==> config.mk <==
export PLATFORM = sky130hd
export DESIGN_NAME = alu_operand_collector_flat
export DESIGN_NICKNAME = d
export VERILOG_FILES = /design/src/rtl/alu_pkg.sv /design/src/rtl/alu_operand_collector_if.sv /design/src/rtl/alu_window_timer.sv /design/src/rtl/alu_operand_collector.sv /design/src/flat_wrapper.sv
export SDC_FILE = /design/constraint.sdc
export NUM_CORES = 1
export LEC_CHECK = 0
export CAP_MARGIN = 20
export CORE_UTILIZATION = 38
export DETAILED_ROUTE_END_ITERATION = 8
export PLACE_DENSITY = 0.65
export SYNTH_ARGS = -nofsm -noshare
export SYNTH_HDL_FRONTEND = slang
export SYNTH_HIERARCHICAL = 1
export SYNTH_SLANG_ARGS = --single-unit
==> constraint.sdc <==
create_clock -name clk -period 2.5 [get_ports clk]
set_input_delay 0.25 -clock clk [delete_from_list [all_inputs] [get_ports clk]]
set_output_delay 0.25 -clock clk [all_outputs]
set_load 0.1 [all_outputs]
==> src/rtl/alu_pkg.sv <==
// Shared ALU definitions: command codes, collector states and the operand-need decode.
package alu_pkg;

   localparam int OP_W        = 8;
   localparam int CMD_W       = 4;
   localparam int TIMEOUT_CYC = 16;

   localparam logic [CMD_W-1:0] ARI_ADD       = 4'd0;
   localparam logic [CMD_W-1:0] ARI_SUB       = 4'd1;
   localparam logic [CMD_W-1:0] ARI_ADD_CIN   = 4'd2;
   localparam logic [CMD_W-1:0] ARI_SUB_CIN   = 4'd3;
   localparam logic [CMD_W-1:0] ARI_INC_A     = 4'd4;
   localparam logic [CMD_W-1:0] ARI_DEC_A     = 4'd5;
   localparam logic [CMD_W-1:0] ARI_INC_B     = 4'd6;
   localparam logic [CMD_W-1:0] ARI_DEC_B     = 4'd7;
   localparam logic [CMD_W-1:0] ARI_CMP       = 4'd8;
   localparam logic [CMD_W-1:0] ARI_MUL_INC   = 4'd9;
   localparam logic [CMD_W-1:0] ARI_MUL_SHIFT = 4'd10;

   localparam logic [CMD_W-1:0] LOG_AND     = 4'd0;
   localparam logic [CMD_W-1:0] LOG_NAND    = 4'd1;
   localparam logic [CMD_W-1:0] LOG_OR      = 4'd2;
   localparam logic [CMD_W-1:0] LOG_NOR     = 4'd3;
   localparam logic [CMD_W-1:0] LOG_XOR     = 4'd4;
   localparam logic [CMD_W-1:0] LOG_XNOR    = 4'd5;
   localparam logic [CMD_W-1:0] LOG_NOT_A   = 4'd6;
   localparam logic [CMD_W-1:0] LOG_NOT_B   = 4'd7;
   localparam logic [CMD_W-1:0] LOG_SHR1_A  = 4'd8;
   localparam logic [CMD_W-1:0] LOG_SHL1_A  = 4'd9;
   localparam logic [CMD_W-1:0] LOG_SHR1_B  = 4'd10;
   localparam logic [CMD_W-1:0] LOG_SHL1_B  = 4'd11;
   localparam logic [CMD_W-1:0] LOG_ROL_A_B = 4'd12;
   localparam logic [CMD_W-1:0] LOG_ROR_A_B = 4'd13;

   typedef enum logic [1:0] {
      ST_IDLE   = 2'd0,
      ST_WAIT_A = 2'd1,
      ST_WAIT_B = 2'd2,
      ST_ISSUE  = 2'd3
   } coll_state_e;

   function automatic logic cmd_invalid(input logic mode, input logic [CMD_W-1:0] cmd);
      return mode ? (cmd > ARI_MUL_SHIFT) : (cmd > LOG_ROR_A_B);
   endfunction

   // Bit 0 = operand A required, bit 1 = operand B required.
   function automatic logic [1:0] need_ops(input logic mode, input logic [CMD_W-1:0] cmd);
      logic [1:0] need;
      need = 2'b11;
      if (mode) begin
         case (cmd)
            ARI_INC_A, ARI_DEC_A: need = 2'b01;
            ARI_INC_B, ARI_DEC_B: need = 2'b10;
            default:              need = 2'b11;
         endcase
      end else begin
         case (cmd)
            LOG_NOT_A, LOG_SHR1_A, LOG_SHL1_A: need = 2'b01;
            LOG_NOT_B, LOG_SHR1_B, LOG_SHL1_B: need = 2'b10;
            default:                           need = 2'b11;
         endcase
      end
      return need;
   endfunction

endpackage

==> src/rtl/alu_operand_collector_if.sv <==
// Beat input and ALU issue bundle of the operand collector.
interface alu_operand_collector_if #(
   parameter int N = 8,
   parameter int M = 4
);
   logic         in_valid;
   logic         in_ready;
   logic [1:0]   in_sel;
   logic         in_mode;
   logic [M-1:0] in_cmd;
   logic [N-1:0] in_opa;
   logic [N-1:0] in_opb;
   logic         in_cin;
   logic         out_valid;
   logic         out_ready;
   logic [1:0]   out_inp_valid;
   logic         out_mode;
   logic [M-1:0] out_cmd;
   logic [N-1:0] out_opa;
   logic [N-1:0] out_opb;
   logic         out_cin;
   logic         timeout_err;

   modport master (
      output in_valid, in_sel, in_mode, in_cmd, in_opa, in_opb, in_cin, out_ready,
      input  in_ready, out_valid, out_inp_valid, out_mode, out_cmd, out_opa, out_opb,
             out_cin, timeout_err
   );

   modport slave (
      input  in_valid, in_sel, in_mode, in_cmd, in_opa, in_opb, in_cin, out_ready,
      output in_ready, out_valid, out_inp_valid, out_mode, out_cmd, out_opa, out_opb,
             out_cin, timeout_err
   );
endinterface

==> src/rtl/alu_window_timer.sv <==
// Second-operand window timer: clear loads "one cycle elapsed", counts while enabled, saturates.
module alu_window_timer #(
   parameter int TIMEOUT = 16
) (
   input  logic clk,
   input  logic reset,
   input  logic clear_i,
   input  logic enable_i,
   output logic expire_o
);
   localparam int W = $clog2(TIMEOUT + 1);

   logic [W-1:0] count_q;

   always_ff @(posedge clk or posedge reset) begin
      if (reset) begin
         count_q <= '0;
      end else if (clear_i) begin
         count_q <= W'(1);
      end else if (enable_i && (count_q != W'(TIMEOUT))) begin
         count_q <= count_q + W'(1);
      end
   end

   // Last cycle of the window; the collector lets a completing beat win over this.
   assign expire_o = enable_i && (count_q >= W'(TIMEOUT - 1));

endmodule

==> src/rtl/alu_operand_collector.sv <==
// Merges split A/B beats into one ALU issue, with a second-operand timeout.
//   state     | meaning
//   ST_IDLE   | ready for a new op
//   ST_WAIT_A | holding B, waiting for A
//   ST_WAIT_B | holding A, waiting for B
//   ST_ISSUE  | issue presented, held until out_ready
module alu_operand_collector
   import alu_pkg::*;
#(
   parameter int N       = 8,
   parameter int M       = 4,
   parameter int TIMEOUT = 16
) (
   input  logic                    clk,
   input  logic                    reset,
   alu_operand_collector_if.slave  bus
);

   coll_state_e  state_q;
   logic         in_ready_q;
   logic         out_valid_q;
   logic [1:0]   out_inp_valid_q;
   logic         out_mode_q;
   logic [M-1:0] out_cmd_q;
   logic [N-1:0] out_opa_q;
   logic [N-1:0] out_opb_q;
   logic         out_cin_q;
   logic         err_q;

   logic       accept;
   logic [1:0] need;
   logic       split;
   logic       timer_clear;
   logic       timer_en;
   logic       expire;

   assign accept = bus.in_valid && in_ready_q;
   assign need   = need_ops(bus.in_mode, bus.in_cmd);
   // Only valid two-operand commands arriving with exactly one operand wait for a partner.
   assign split  = (need == 2'b11) && !cmd_invalid(bus.in_mode, bus.in_cmd) &&
                   ((bus.in_sel == 2'b01) || (bus.in_sel == 2'b10));

   assign timer_clear = accept && (state_q == ST_IDLE) && split;
   assign timer_en    = (state_q == ST_WAIT_A) || (state_q == ST_WAIT_B);

   alu_window_timer #(.TIMEOUT(TIMEOUT)) u_timer (
      .clk      (clk),
      .reset    (reset),
      .clear_i  (timer_clear),
      .enable_i (timer_en),
      .expire_o (expire)
   );

   always_ff @(posedge clk or posedge reset) begin
      if (reset) begin
         state_q         <= ST_IDLE;
         in_ready_q      <= 1'b0;
         out_valid_q     <= 1'b0;
         out_inp_valid_q <= 2'b00;
         out_mode_q      <= 1'b0;
         out_cmd_q       <= '0;
         out_opa_q       <= '0;
         out_opb_q       <= '0;
         out_cin_q       <= 1'b0;
         err_q           <= 1'b0;
      end else begin
         err_q <= 1'b0;
         case (state_q)
            ST_IDLE: begin
               in_ready_q <= 1'b1;
               if (accept) begin
                  out_mode_q <= bus.in_mode;
                  out_cmd_q  <= bus.in_cmd;
                  out_cin_q  <= bus.in_cin;
                  out_opa_q  <= bus.in_opa;
                  out_opb_q  <= bus.in_opb;
                  if (split) begin
                     state_q <= bus.in_sel[0] ? ST_WAIT_B : ST_WAIT_A;
                  end else begin
                     state_q         <= ST_ISSUE;
                     out_valid_q     <= 1'b1;
                     out_inp_valid_q <= bus.in_sel;
                     in_ready_q      <= 1'b0;
                  end
               end
            end
            ST_WAIT_A: begin
               if (accept && bus.in_sel[0]) begin
                  out_opa_q       <= bus.in_opa;
                  state_q         <= ST_ISSUE;
                  out_valid_q     <= 1'b1;
                  out_inp_valid_q <= 2'b11;
                  in_ready_q      <= 1'b0;
               end else begin
                  if (accept && bus.in_sel[1]) begin
                     out_opb_q <= bus.in_opb;
                  end
                  if (expire) begin
                     state_q <= ST_IDLE;
                     err_q   <= 1'b1;
                  end
               end
            end
            ST_WAIT_B: begin
               if (accept && bus.in_sel[1]) begin
                  out_opb_q       <= bus.in_opb;
                  state_q         <= ST_ISSUE;
                  out_valid_q     <= 1'b1;
                  out_inp_valid_q <= 2'b11;
                  in_ready_q      <= 1'b0;
               end else begin
                  if (accept && bus.in_sel[0]) begin
                     out_opa_q <= bus.in_opa;
                  end
                  if (expire) begin
                     state_q <= ST_IDLE;
                     err_q   <= 1'b1;
                  end
               end
            end
            ST_ISSUE: begin
               if (bus.out_ready) begin
                  state_q         <= ST_IDLE;
                  out_valid_q     <= 1'b0;
                  out_inp_valid_q <= 2'b00;
                  in_ready_q      <= 1'b1;
               end
            end
            default: state_q <= ST_IDLE;
         endcase
      end
   end

   assign bus.in_ready      = in_ready_q;
   assign bus.out_valid     = out_valid_q;
   assign bus.out_inp_valid = out_inp_valid_q;
   assign bus.out_mode      = out_mode_q;
   assign bus.out_cmd       = out_cmd_q;
   assign bus.out_opa       = out_opa_q;
   assign bus.out_opb       = out_opb_q;
   assign bus.out_cin       = out_cin_q;
   assign bus.timeout_err   = err_q;

endmodule

==> src/flat_wrapper.sv <==
// flat-port wrapper written by rule: the top's interface ports become plain ports
module alu_operand_collector_flat import alu_pkg::*;
#(
   parameter int N       = 8,
   parameter int M       = 4,
   parameter int TIMEOUT = 16
)
  (clk, reset, bus_in_valid, bus_in_sel, bus_in_mode, bus_in_cmd, bus_in_opa, bus_in_opb, bus_in_cin, bus_out_ready, bus_in_ready, bus_out_valid, bus_out_inp_valid, bus_out_mode, bus_out_cmd, bus_out_opa, bus_out_opb, bus_out_cin, bus_timeout_err);
  alu_operand_collector_if #(.N(N), .M(M)) bus_i ();
  input  logic clk;
  input  logic reset;
  input wire logic [$bits(bus_i.in_valid)-1:0] bus_in_valid;
  input wire logic [$bits(bus_i.in_sel)-1:0] bus_in_sel;
  input wire logic [$bits(bus_i.in_mode)-1:0] bus_in_mode;
  input wire logic [$bits(bus_i.in_cmd)-1:0] bus_in_cmd;
  input wire logic [$bits(bus_i.in_opa)-1:0] bus_in_opa;
  input wire logic [$bits(bus_i.in_opb)-1:0] bus_in_opb;
  input wire logic [$bits(bus_i.in_cin)-1:0] bus_in_cin;
  input wire logic [$bits(bus_i.out_ready)-1:0] bus_out_ready;
  output wire logic [$bits(bus_i.in_ready)-1:0] bus_in_ready;
  output wire logic [$bits(bus_i.out_valid)-1:0] bus_out_valid;
  output wire logic [$bits(bus_i.out_inp_valid)-1:0] bus_out_inp_valid;
  output wire logic [$bits(bus_i.out_mode)-1:0] bus_out_mode;
  output wire logic [$bits(bus_i.out_cmd)-1:0] bus_out_cmd;
  output wire logic [$bits(bus_i.out_opa)-1:0] bus_out_opa;
  output wire logic [$bits(bus_i.out_opb)-1:0] bus_out_opb;
  output wire logic [$bits(bus_i.out_cin)-1:0] bus_out_cin;
  output wire logic [$bits(bus_i.timeout_err)-1:0] bus_timeout_err;
  assign bus_i.in_valid = bus_in_valid;
  assign bus_i.in_sel = bus_in_sel;
  assign bus_i.in_mode = bus_in_mode;
  assign bus_i.in_cmd = bus_in_cmd;
  assign bus_i.in_opa = bus_in_opa;
  assign bus_i.in_opb = bus_in_opb;
  assign bus_i.in_cin = bus_in_cin;
  assign bus_i.out_ready = bus_out_ready;
  assign bus_in_ready = bus_i.in_ready;
  assign bus_out_valid = bus_i.out_valid;
  assign bus_out_inp_valid = bus_i.out_inp_valid;
  assign bus_out_mode = bus_i.out_mode;
  assign bus_out_cmd = bus_i.out_cmd;
  assign bus_out_opa = bus_i.out_opa;
  assign bus_out_opb = bus_i.out_opb;
  assign bus_out_cin = bus_i.out_cin;
  assign bus_timeout_err = bus_i.timeout_err;
  alu_operand_collector #(.N(N), .M(M), .TIMEOUT(TIMEOUT)) u_core (.clk(clk), .reset(reset), .bus(bus_i));
endmodule
# After elaboration in Yosys (flattened, before gate mapping)
# Index checks and enable logic that the tools add are counted.
# word_totals
register_bits	34
output_inout_bits	27
# op_classes
reduce_logical	25
n_addsub	1
magnitude_cmp	3
eq_ne	22
mux	43
# op_table
cell	count
2-to-1 mux 8 bit	6
one-hot mux 8 bit (3 select lines)	2
2-to-1 mux 2 bit	12
== test 4 x 3 -> 1 bit (second input constant)	4
== test 4 bit (second input constant)	4
one-hot mux 2 bit (4 select lines)	2
2-to-1 mux 1 bit	14
inequality test 2 bit (second input constant)	6
2-to-1 mux 5 bit	2
logical AND 1 bit	9
AND reduction 3 bit	3
== test 2 bit (second input constant)	4
greater-than comparator 4 bit (second input constant)	2
one-hot mux 1 bit (4 select lines)	2
one-hot mux 2 bit (2 select lines)	2
OR reduction 3 bit	2
adder 5 x 1 -> 5 bit (second input constant)	1
>= comparator 5 x 4 -> 1 bit (second input constant)	1
inequality test 5 bit (second input constant)	1
AND reduction 5 bit	1
== test 2 x 1 -> 1 bit (second input constant)	2
AND reduction 2 bit	2
OR reduction 2 bit	2
nonzero test 3 bit	1
6 further kinds	7

# Depth between registers and ports, before layout
# depth
depth_word	10
depth_mapped	8
depth_no_buf	8

# Modules after synthesis
# The synthesis kept the hierarchy.
# by_module_without_submodules
mod	area_each_um2	instances	cells_per_inst
alu_operand_collector	1436.4	1	116
alu_window_timer	311.5	1	33

# Worst setup path after synthesis
# Ideal clock, no wire load.
# synth_path
path_kind	flip-flop to flip-flop
from	register u_core.in_ready_q, in the netlist u_core/bus.in_ready
to	register u_core.u_timer.count_q[2]
setup_ns	0.121
path_stages_with_launch	7
arrival_ns	2.071
period_less_slack_ns	2.192
setup_slack_ns	0.308
required_ns	2.379
cell_sequence	dfrtp_1 -> and2_1 -> buf_6 -> nand2_1 -> nor2_1 -> inv_1 -> a41o_1
# synth_via
elab_chain_cells	4
word_cells_on_any_way	5
classes_between	mux: 1; reduce/logical: 4
# synth_lines
item	line_no	text
start, declared	alu_operand_collector.sv:20	logic in_ready_q;
start signal, assigned	alu_operand_collector.sv:57	in_ready_q <= 1'b0;
start signal, assigned	alu_operand_collector.sv:70	in_ready_q <= 1'b1;
start signal, assigned	alu_operand_collector.sv:83	in_ready_q <= 1'b0;
logical AND 1 bit *	alu_operand_collector.sv:37	assign accept = bus.in_valid && in_ready_q;
logical AND 1 bit * (2 in a row)	alu_operand_collector.sv:43	assign timer_clear = accept && (state_q == ST_IDLE) && split;
via u_core.timer_clear	alu_operand_collector.sv:33	logic timer_clear;
2-to-1 mux 5 bit or nonzero test 2 bit (tied branches)	n/a	
end signal, assigned	alu_window_timer.sv:21	count_q <= count_q + W'(1);
end, declared	alu_window_timer.sv:13	logic [W-1:0] count_q;
# The timed path passes the listed nets; every way through them passes the cells marked *.
# A chain may end at the register's enable or synchronous reset.

# Final worst setup path
# layout_path
from	register u_core.state_q[0]
to	register u_core.out_opb_q[0], in the netlist u_core/bus.out_opb[0]
# layout_via
elab_chain_cells	3
word_cells_on_any_way	8
classes_between	eq/ne: 4; mux: 1; reduce/logical: 3
# layout_lines
item	line_no	text
start, declared	alu_operand_collector.sv:19	coll_state_e state_q;
start signal, assigned	alu_operand_collector.sv:78	state_q <= bus.in_sel[0] ? ST_WAIT_B : ST_WAIT_A;
== test 2 x 1 -> 1 bit, or another cell as far along	alu_operand_collector.sv:68	case (state_q)
inequality test 2 bit (no line), or another cell as far along	n/a	
AND reduction 3 bit (no line)	n/a	
end signal, assigned	alu_operand_collector.sv:76	out_opb_q <= bus.in_opb;
end signal, assigned	alu_operand_collector.sv:96	out_opb_q <= bus.in_opb;
end signal, assigned	alu_operand_collector.sv:106	out_opb_q <= bus.in_opb;
end, declared	alu_operand_collector.sv:26	logic [N-1:0] out_opb_q;
# Several ways; a longest one is shown, not always the timed one.

==> qor.txt <==
Outcome -> finished, final reports clean
Largest net degree at the start of global routing -> 20
Share of the synthesized area in the top cell type -> 48.7%
Final Hold Vio Count -> 0
Vias in the first global route -> 1441
Initial Utilization -> 39.9%
Num rows -> 24
Ys flop type -> dfrtp_1
Worst slew pin tran -> 410 ps
Post-synthesis adder-cell area fraction -> 5.73%
Fmax -> 0.477 GHz
# IOs -> 55
Initial DRT Pass Iterations -> 4
Async S/R FF share, synth -> 100%
Hold buffer count at cts -> 0
Xor/xnor cell area share of the yosys netlist -> 1.00%
Arrival time at the worst endpoint -> 2260 ps
Max incr delay on CP -> 440 ps
Min Tclk post-route -> 2100 ps
CTS Buf Count -> 5
Crit path launch type -> flip-flop
HP Class -> in -> async
Core box area -> 4380 µm²
RD Place Congestion -> 0.913
Port Buffers -> 54
Gate Count Post-Synth -> 149
Syn Std Cell Area -> 1750 µm²
Total GRT Usage -> 17.8%
Die Y -> 69.8 µm
Origin of the critical flop-to-flop path -> u_core/state_q[0]$_DFFE_PP0P_
Clock Latency Late Sink -> 280 ps
Critical Path Slowest Stage Cell -> ha_1
Die Area -> 4870 µm²
Dpl hpwl -> 3.04 mm
Worst-path maximum fanout -> 10
Top post-synthesis cells by area -> dfrtp_1 (49%), mux2_2 (12%), ha_1 (5.7%)
Layout cells sized above 1 -> 31.0%
Setup TNS -> 0 ps
Drt via density -> 5.22
DRC errors left -> 0
Critical path origin -> u_core/state_q[0]$_DFFE_PP0P_
Fin cells -> 262
Fraction of the mapped netlist area in simple logic gates -> 9.88%
Clk buf depth -> 2
CP top delay family -> adder cells
Multiplexer share of the synthesized area -> 16.0%
Wirelength per Cell -> 14.4 µm
Clk sinks -> 34
Most instantiated cells after synthesis -> dfrtp_1 (34), mux2_2 (19), inv_1 (14)
Avg Inst Size Synth -> 11.7 µm²
Htree depth -> 2
Critical Path Sink Type -> flip-flop
First DRT Iteration DRCs -> 41
Final net count -> 246
Post-synthesis sequential area ratio -> 48.7%
Worst Path Required -> 2660 ps
ANT cells -> 0
Setup CP Type -> reg -> reg
Die W -> 69.8 µm
Clock slew at reported path FFs -> 70 ps
Max Cap Viol -> 0
Most common cell in the netlist -> dfrtp_1
Clk_skew -> 2.41 ps
Vias -> 1368
Rel. slew slack -> 72.6%
Grt ovf -> 0
Antenna viol nets, final -> 0
Initial antenna violation count -> 0
FF+latch count, synth -> 34
Top cell type by total area after synthesis -> dfrtp_1
Final period util -> 83.8%
RSZ-0062 raised after global routing -> no
Total Wirelength -> 3.79 mm
Placed cells -> 255
Final setup vio count -> 0
Post-synth EDFFs -> 0
Synth unique cells -> 41
Slew Limit Fails -> 0
Post-synthesis net count -> 185
Compound-Gate Fraction of Synth Area -> 14.7%
CP cell instances -> inv_1 > ha_1 > a211oi_2 > a31oi_2 > nor2_4 > mux2_1
Synthesis Warnings -> 6
First-pass GRT wire length -> 6.80 mm
Synthesis-to-finish area growth -> 37.2%
Largest family of logic cells by synthesized area -> multiplexers
Root Buffer -> clkbuf_8
Clock tree from TritonCTS -> built
CP bufs+invs -> 1
PostCTS Resize Cnt -> 0
Postcts setup bufs -> 0
[path summary, 6_finish.rpt]
| kind | slack [ps] | endpoint | cells after the start |
|---|---|---|---|
| setup reg to reg | 400 | u_core/bus.out_opb[0]$_DFFE_PP0P_ | 6 |
| hold reg to reg | 500 | u_core/bus.out_opb[2]$_DFFE_PP0P_ | 1 |
| setup / recovery | 400 | u_core/bus.out_opb[0]$_DFFE_PP0P_ | 6 |
| hold / removal | 190 | u_core/u_timer/count_q[0]$_DFFE_PP0P_ | 2 |
| min in group clk | 500 | u_core/bus.out_opb[2]$_DFFE_PP0P_ | 1 |
| max in group asynchronous | 1620 | u_core/state_q[1]$_DFFE_PP0P_ | 3 |
[cells by family after synthesis]
group           count (synthesis)
simple gates                   34
flops                          34
compound gates                 29
mux                            25
buf+inv                        17
fa+ha+maj                       8
xor+xnor                        2
[placed cells by master (no fill, tap or decap), types with 2 or more instances in the layout]
cell type        Yosys  layout
a211o_1              2       2
a211oi_2             2       2
a21oi_1              2       2
a31oi_2              3       3
a32oi_1              2       2
and3_1               2       2
buf_4                0      29
clkbuf_8             0       6
clkdlybuf4s50_1      0      27
dfrtp_1             34      34
ha_1                 8       8
inv_1               14      14
mux2_1               4       4
mux2_2              19      19
mux2i_1              2       2
nand2_1             10      10
nand2b_1             5       5
nand4_1              2       2
nor2_1               9       9
nor2_4               2       2
nor3_1               2       2
o21ai_0              3       3
[layer usage]
metal	up-vias	track usage, %	part of all wire [%]	wire (µm)
met4	0	6.67	1.6	61
met1	666	21.6	43	1620
met2	44	30.1	50	1910
met5	-	0	0	0
li1	653	-	-	-
met3	5	4.80	5.3	201
[registers in the layout, summed over array words and instances, names as in the netlist]
register / count
u_core/u_timer/count_q: 5
u_core/bus.out_valid: 1
u_core/state_q: 2
u_core/bus.out_opa: 8
u_core/bus.timeout_err: 1
u_core/bus.out_inp_valid: 2
u_core/bus.out_cin: 1
u_core/bus.in_ready: 1
u_core/bus.out_cmd: 4
u_core/bus.out_opb: 8
u_core/bus.out_mode: 1
[worst reg2reg max path: stages, from the launching register on]
cell and delay, ps:
dfrtp_1 380, inv_1 110, ha_1 440, a211oi_2 340
a31oi_2 90, nor2_4 250, mux2_1 360
[layout make-up]
class	count	area, µm²
Fill cell	396	1990
Clock buffer	6	82.6
Inverter	15	56.3
Clock inverter	1	30.0
Multi-Input combinational cell	98	826
Timing Repair Buffer	56	488
Tap cell	52	65.1
Sequential cell	34	851
[per-stage QoR]
step | util [%] | worst slack, ps | hold slack, ps | instance area, µm²
final | 54.7 | 404 | 191 | 2400
after global routing | 54.7 | 235 | 244 | 2400
after CTS | 54.7 | 391 | 197 | 2400
after detailed placement | 52.1 | 405 | 486 | 2290
after global placement | 52.1 | 502 | 471 | 2290
after floorplan | - | 308 | 28.5 | 1750
Power is not shown: default switching activity piles up to over one toggle a cycle in this logic, so the estimate is an artifact.
